--- src/rtl/uart_tx_sched.sv ---
`default_nettype none
// ----------------------------------------------------------------------------
// uart_tx_sched: round-robin (with lock/burst) byte scheduler feeding uart_tx.
// Rev 1.0
// ----------------------------------------------------------------------------
module uart_tx_sched #(
  parameter int p_num_req       = 4,
  parameter int p_max_burst     = 16,
  parameter int p_start_timeout = 4
) (
  input  logic                   clk_i,
  input  logic                   rst_i,
  input  logic [p_num_req-1:0]   req_valid_i,
  input  logic [8*p_num_req-1:0] req_data_i,
  input  logic [p_num_req-1:0]   req_lock_i,
  output logic [p_num_req-1:0]   req_ready_o,
  input  logic                   cfg_parity_en_i,
  input  logic                   cfg_parity_sel_i,
  input  logic                   cfg_stop_sel_i,
  output logic                   tx_enable_o,
  output logic [7:0]             tx_data_o,
  output logic                   tx_parity_en_o,
  output logic                   tx_parity_sel_o,
  output logic                   tx_stop_sel_o,
  input  logic                   tx_busy_i,
  output logic [p_num_req-1:0]   grant_o,
  output logic                   done_o,
  output logic [2:0]             done_id_o,
  output logic                   err_o
);

  localparam int IDX_W = (p_num_req > 1) ? $clog2(p_num_req) : 1;

  localparam logic [1:0] S_ARB       = 2'd0;
  localparam logic [1:0] S_ISSUE     = 2'd1;
  localparam logic [1:0] S_WAIT_BUSY = 2'd2;
  localparam logic [1:0] S_WAIT_DONE = 2'd3;

  localparam logic [IDX_W-1:0] LAST_RST  = IDX_W'(p_num_req - 1);
  localparam logic [7:0]       MAX_BURST = 8'(p_max_burst);
  localparam logic [3:0]       TMO_LAST  = 4'(p_start_timeout - 1);

  logic [1:0]           state_q, state_d;
  logic [IDX_W-1:0]     last_q, last_d;
  logic                 lock_q, lock_d;
  logic [7:0]           burst_q, burst_d;
  logic [3:0]           tmo_q, tmo_d;
  logic                 en_q, en_d;
  logic [7:0]           data_q, data_d;
  logic                 pen_q, pen_d;
  logic                 psel_q, psel_d;
  logic                 stop_q, stop_d;
  logic [p_num_req-1:0] grant_q, grant_d;
  logic                 done_q, done_d;
  logic [2:0]           done_id_q, done_id_d;
  logic                 err_q, err_d;

  logic                 arb_en;
  logic                 lock_eff;
  logic                 win_vld;
  logic [IDX_W-1:0]     win_idx;
  logic [7:0]           burst_nx;

  function automatic logic [IDX_W-1:0] rr_idx(input logic [IDX_W-1:0] base, input int off);
    int sum;
    sum = (int'(base) + off) % p_num_req;
    return sum[IDX_W-1:0];
  endfunction

  // Arbitration is blocked during the done pulse so a new frame starts no
  // earlier than the cycle after it.
  always_comb begin
    arb_en   = (state_q == S_ARB) && !done_q && !rst_i;
    lock_eff = lock_q && req_lock_i[last_q];
    win_vld  = 1'b0;
    win_idx  = last_q;
    if (lock_eff) begin
      win_vld = req_valid_i[last_q];
    end else begin
      for (int i = p_num_req; i >= 1; i--) begin
        if (req_valid_i[rr_idx(last_q, i)]) begin
          win_vld = 1'b1;
          win_idx = rr_idx(last_q, i);
        end
      end
    end
  end

  always_ff @(posedge clk_i or posedge rst_i) begin
    if (rst_i) begin
      state_q   <= S_ARB;
      last_q    <= LAST_RST;
      lock_q    <= 1'b0;
      burst_q   <= 8'd0;
      tmo_q     <= 4'd0;
      en_q      <= 1'b0;
      data_q    <= 8'd0;
      pen_q     <= 1'b0;
      psel_q    <= 1'b0;
      stop_q    <= 1'b0;
      grant_q   <= '0;
      done_q    <= 1'b0;
      done_id_q <= 3'd0;
      err_q     <= 1'b0;
    end else begin
      state_q   <= state_d;
      last_q    <= last_d;
      lock_q    <= lock_d;
      burst_q   <= burst_d;
      tmo_q     <= tmo_d;
      en_q      <= en_d;
      data_q    <= data_d;
      pen_q     <= pen_d;
      psel_q    <= psel_d;
      stop_q    <= stop_d;
      grant_q   <= grant_d;
      done_q    <= done_d;
      done_id_q <= done_id_d;
      err_q     <= err_d;
    end
  end

  always_comb begin
    state_d = state_q;
    case (state_q)
      S_ARB:       if (arb_en && win_vld) state_d = S_ISSUE;
      S_ISSUE:     state_d = S_WAIT_BUSY;
      S_WAIT_BUSY: begin
        if (tx_busy_i)              state_d = S_WAIT_DONE;
        else if (tmo_q == TMO_LAST) state_d = S_ARB;
      end
      S_WAIT_DONE: if (!tx_busy_i) state_d = S_ARB;
      default:     state_d = S_ARB;
    endcase
  end

  always_comb begin
    req_ready_o = '0;
    last_d      = last_q;
    lock_d      = lock_q;
    burst_d     = burst_q;
    tmo_d       = tmo_q;
    en_d        = 1'b0;
    data_d      = data_q;
    pen_d       = pen_q;
    psel_d      = psel_q;
    stop_d      = stop_q;
    grant_d     = grant_q;
    done_d      = 1'b0;
    done_id_d   = done_id_q;
    err_d       = err_q;
    burst_nx    = lock_eff ? (burst_q + 8'd1) : 8'd1;
    case (state_q)
      S_ARB: begin
        if (arb_en && win_vld) begin
          req_ready_o[win_idx] = 1'b1;
          data_d               = req_data_i[8*win_idx +: 8];
          pen_d                = cfg_parity_en_i;
          psel_d               = cfg_parity_sel_i;
          stop_d               = cfg_stop_sel_i;
          grant_d              = '0;
          grant_d[win_idx]     = 1'b1;
          last_d               = win_idx;
          burst_d              = burst_nx;
          lock_d               = req_lock_i[win_idx] && (burst_nx < MAX_BURST);
          en_d                 = 1'b1;
          tmo_d                = 4'd0;
        end else if (arb_en && lock_q && !req_lock_i[last_q]) begin
          lock_d = 1'b0;
        end
      end
      S_WAIT_BUSY: begin
        if (tx_busy_i) begin
          tmo_d = 4'd0;
        end else if (tmo_q == TMO_LAST) begin
          tmo_d     = 4'd0;
          err_d     = 1'b1;
          done_d    = 1'b1;
          done_id_d = 3'(last_q);
          grant_d   = '0;
          lock_d    = 1'b0;
        end else begin
          tmo_d = tmo_q + 4'd1;
        end
      end
      S_WAIT_DONE: begin
        // Data and cfg stay frozen here: uart_tx reads data_i for the parity bit.
        if (!tx_busy_i) begin
          done_d    = 1'b1;
          done_id_d = 3'(last_q);
          grant_d   = '0;
        end
      end
      default: ;
    endcase
  end

  assign tx_enable_o     = en_q;
  assign tx_data_o       = data_q;
  assign tx_parity_en_o  = pen_q;
  assign tx_parity_sel_o = psel_q;
  assign tx_stop_sel_o   = stop_q;
  assign grant_o         = grant_q;
  assign done_o          = done_q;
  assign done_id_o       = done_id_q;
  assign err_o           = err_q;

endmodule
`default_nettype wire

--- config.mk ---
export PLATFORM = sky130hd
export DESIGN_NAME = uart_tx_sched
export DESIGN_NICKNAME = d
export VERILOG_FILES = /design/src/rtl/uart_tx_sched.sv
export SDC_FILE = /design/constraint.sdc
export NUM_CORES = 1
export LEC_CHECK = 0
export ABC_AREA = 1
export BUFFER_PORTS_ARGS = -buffer_cell sky130_fd_sc_hd__buf_2
export CORE_ASPECT_RATIO = 1.1
export CORE_MARGIN = 3
export CORE_UTILIZATION = 42
export DETAILED_ROUTE_END_ITERATION = 10
export HOLD_SLACK_MARGIN = 0.15
export PLACE_DENSITY = 0.7
export SLEW_MARGIN = 20
export SYNTH_ARGS = -nofsm -noshare
export SYNTH_HDL_FRONTEND = slang
export SYNTH_SLANG_ARGS = --single-unit
export TNS_END_PERCENT = 100
--- constraint.sdc ---
create_clock -name clk_i -period 2.05 [get_ports clk_i]
set_clock_uncertainty 0.15 [all_clocks]
set_input_delay 0 -clock clk_i [delete_from_list [all_inputs] [get_ports clk_i]]
set_output_delay 0 -clock clk_i [all_outputs]
set_load 0.02 [all_outputs]
==> summary.md <==
| Metric | Value |
|---|---|
| Placed Instances | `between 400 and 500` |
| Root Buffer | `clkbuf_8` |
| Gpl congestion | `0.809` |
| Final hold violation count | `0` |
| P&R area growth vs syn | `73.4%` |
| Final worst path period share | `1.18` |
| Worst r2r src | `last_q[0]` |
| Netlist cell types | `33` |
| Vias in the first global route | `approximately 3k` |
| Floorplan Core Area | `5130 um^2` |
| Maximum vdd drop | `0.965 mV` |
| Seq/Total Area, Yosys | `0.404` |
| Pins Over Slew Limit | `0` |
| Worst setup path class | `flop to flop` |
| Pwr/cell area | `about 1700 nW/um^2` |
| Setup TNS | `-6.91 ns` |
| Rel. slew slack | `0.544` |
| Remaining antenna violation count | `0` |
| Height of the die | `between 80 and 90 um` |
| Starting Density | `0.447` |
| Post-synth design cell area | `around 2300 um^2` |
| RSZ-0062 raised after global routing | `true` |
| LEAKAGE | `2.09 nW` |
| Residual DRC count | `0` |
| Arr. time, crit path | `about 2.5 ns` |
| Largest net degree at the start of global routing | `38` |
| Worst setup EP type | `flop` |
| Worst r2r path cells | `16` |
| Wire per inst | `~16 um` |
| Post-synth EDFFs | `0` |
| Nets@finish | `537` |
| Die width | `~76 um` |
| Critical Path RT | `2.08 ns` |
| DRT Pass-1 Iters | `7` |
| Gr usage total | `0.262` |
| Seq cells post-synth | `37` |
| FFs w/ async S/R, synth | `1.00` |
| Row cnt | `27` |
| Worst-Skew Late Latency | `0.28 ns` |
| Die area | `between 6000 and 7000 um^2` |
| Max FO, Critical Path | `9` |
| Setup WS post-layout | `-0.371 ns` |
| Starting DRT DRC Count | `approximately 200` |
| Clock slew at reported path FFs | `0.07 ns` |
| Via density | `between 5 and 6` |
| Slew of the pin with the lowest slew margin | `just under 0.7 ns` |
| Antenna diodes | `0` |
| Startpoint Class | `flop` |
| CTS sink count | `37` |
| Tmin final | `approximately 2.4 ns` |
| Post-Synthesis Cells | `about 340` |
| Failing checks | `setup timing` |
| Syn_area_per_cell | `a little under 7 um^2` |
| F_max | `413 MHz` |
| CTS tree | `yes` |
| R2R Setup Slk | `-0.37 ns` |
| Tightest Hold Check Type | `input port to asynchronous set/reset pin` |
| First-pass GRT wire length | `about 14000 um` |
| Syn. warnings | `0` |
| Layout cells sized above 1 | `0.399` |
| Dpl hpwl | `4280 um` |
| RR Endpoint | `tx_data_o[4]` |
| PortBufs | `between 60 and 70` |
| Max clock buf depth | `2` |
| Initial antenna violation count | `0` |
| Maximum capacitance violations | `0` |
| Non-Filler Instances | `561` |
| Io pins | `71` |
| CTS Buf Count | `5` |
| Final Setup Violations | `36` |
| Htree depth | `2` |
| Outcome | `finished with violations` |
| Post-Syn Nets | `383` |
| Via count | `roughly 3.0k` |
| Grt ovf | `0` |
| Prevailing post-synth register cell | `dfrtp_1` |
| Total length of routed wires | `roughly 9100 um` |
-- cell usage in the layout (no fill, tap or decap), types with 2 or more instances in the layout --
cell type | Yosys | final
nand2_4 | 3 | 12
dfrtp_1 | 35 | 35
buf_2 | 6 | 65
nor2_1 | 16 | 12
nand2_2 | 3 | 25
o21ai_0 | 13 | 9
buf_4 | 2 | 29
nor2_4 | 0 | 4
clkbuf_8 | 0 | 6
nand4_1 | 3 | 3
clkbuf_16 | 0 | 2
inv_1 | 23 | 23
nand3_1 | 34 | 25
buf_8 | 0 | 2
a21oi_1 | 3 | 3
inv_2 | 4 | 3
o21a_1 | 2 | 2
nand2_1 | 151 | 120
nand3_2 | 0 | 8
o21ai_2 | 1 | 7
o22ai_2 | 0 | 2
ha_1 | 2 | 2
dlygate4sd3_1 | 0 | 41
dfstp_2 | 2 | 2
nand3_4 | 1 | 2
buf_12 | 0 | 4
o21ai_1 | 11 | 8
buf_6 | 4 | 15
-- power breakdown --
part	internal (mW)	switching (mW)	leakage (nW)	total, mW
Clock	0.267	0.246	0.0443	0.513
Sequential	1.00	0.197	0.474	1.20
Combinational	2.07	2.91	1.57	4.98
Total	3.34	3.35	2.09	6.69
-- layer usage --
metal  vias to the layer above  global-route usage  wire length (um)
met2                       169               0.468              4690
met4                         0               0.147               599
met5                         -                   0                 0
met3                        65              0.0540               600
met1                      1384               0.288              3230
li1                       1368                   -                 -
-- cells in the mapped netlist, types with 3 or more instances --
cell | count | area, um^2
a21oi_1 | 3 | 15.0
buf_2 | 6 | 30.0
buf_6 | 4 | 45.0
dfrtp_1 | 35 | 876
inv_1 | 23 | 86.3
inv_2 | 4 | 15.0
nand2_1 | 151 | 567
nand2_2 | 3 | 18.8
nand2_4 | 3 | 33.8
nand3_1 | 34 | 170
nand4_1 | 3 | 18.8
nor2_1 | 16 | 60.1
o21ai_0 | 13 | 65.1
o21ai_1 | 11 | 55.1
-- sequential cells by signal, summed over array words and instances, names as in the netlist, 2 cells and up --
signal and count:
burst_q 8, last_q 2, done_id_o 2, tx_data_o 8, tmo_q 4, grant_o 4, state_q 2
-- worst max-delay path, stage by stage (launching register included) --
cell and delay, ns:
dfstp_2 0.64, buf_6 0.13, nand2_1 0.08, nand2_2 0.10
nand2_1 0.06, nand2_1 0.10, inv_2 0.06, nand2_4 0.09
nand3_4 0.13, buf_12 0.17, clkbuf_16 0.15, nand3_1 0.08
nand2_1 0.06, nand2_1 0.09, nand2_1 0.09, nand2_1 0.07
nand2_1 0.05
-- logic make-up after synthesis --
| kind of cell | synth area share |
|---|---|
| AO/OA/AOI/OAI | 0.0883 |
| adder cells (fa/ha/maj) | 0.0109 |
| buffers and inverters | 0.0888 |
| AND/OR/NAND/NOR | 0.398 |
| XOR/XNOR | 0.00763 |
| flip-flops | 0.404 |
| other | 0.00163 |
-- how the worst max path moves through the flow --
stage | startpoint | end | slack (ns) | depth (start not counted)
after floorplan | last_q[0] | req_ready_o[0] | 0.07 | 14
after global placement | last_q[0] | tmo_q[0] | -0.07 | 9
after detailed placement | last_q[0] | tmo_q[1] | -0.07 | 10
after CTS | last_q[0] | req_ready_o[0] | -0.16 | 11
after global routing | last_q[0] | tx_data_o[7] | -0.43 | 17
final | last_q[0] | tx_data_o[4] | -0.37 | 16
-- repair_timing --
| item | CTS | global route |
|---|---|---|
| endpoints found under the setup margin | 26 | 36 |
| hold buffers | 41 | 0 |
| gates cloned | 1 | 2 |
| pin swaps | 13 | 13 |
| hold endpoints to repair | 61 | 0 |
| gates resized for setup | 55 | 52 |
| setup buffers | 16 | 4 |
-- area by class of cell --
| class | count | area (um^2) |
|---|---|---|
| inverter | 30 | 138 |
| clock buffer | 7 | 86.3 |
| timing repair buffer | 158 | 1280 |
| multi-input combinational | 257 | 1460 |
| sequential | 37 | 928 |
| fill | 323 | 1150 |
| tap | 72 | 90.1 |
-- stage by stage --
| stage | area, um^2 | hold slack [ns] | utilization | power, mW | worst slack, ns |
|---|---|---|---|---|---|
| 3_5_place_dp | 2860 | 0.0107 | 0.557 | 4.28 | -0.0728 |
| 3_3_place_gp | 2860 | -0.00284 | 0.557 | 4.25 | -0.0667 |
| 4_1_cts | 3700 | 0.258 | 0.721 | 5.74 | -0.160 |
| 6_report | 3980 | 0.251 | 0.775 | 6.69 | -0.371 |
| 2_1_floorplan | 2300 | -0.0404 | - | 3.39 | 0.0723 |
| 5_1_grt | 3980 | 0.300 | 0.775 | 7.13 | -0.425 |
No activity file was read; power rests on OpenSTA's default activity.
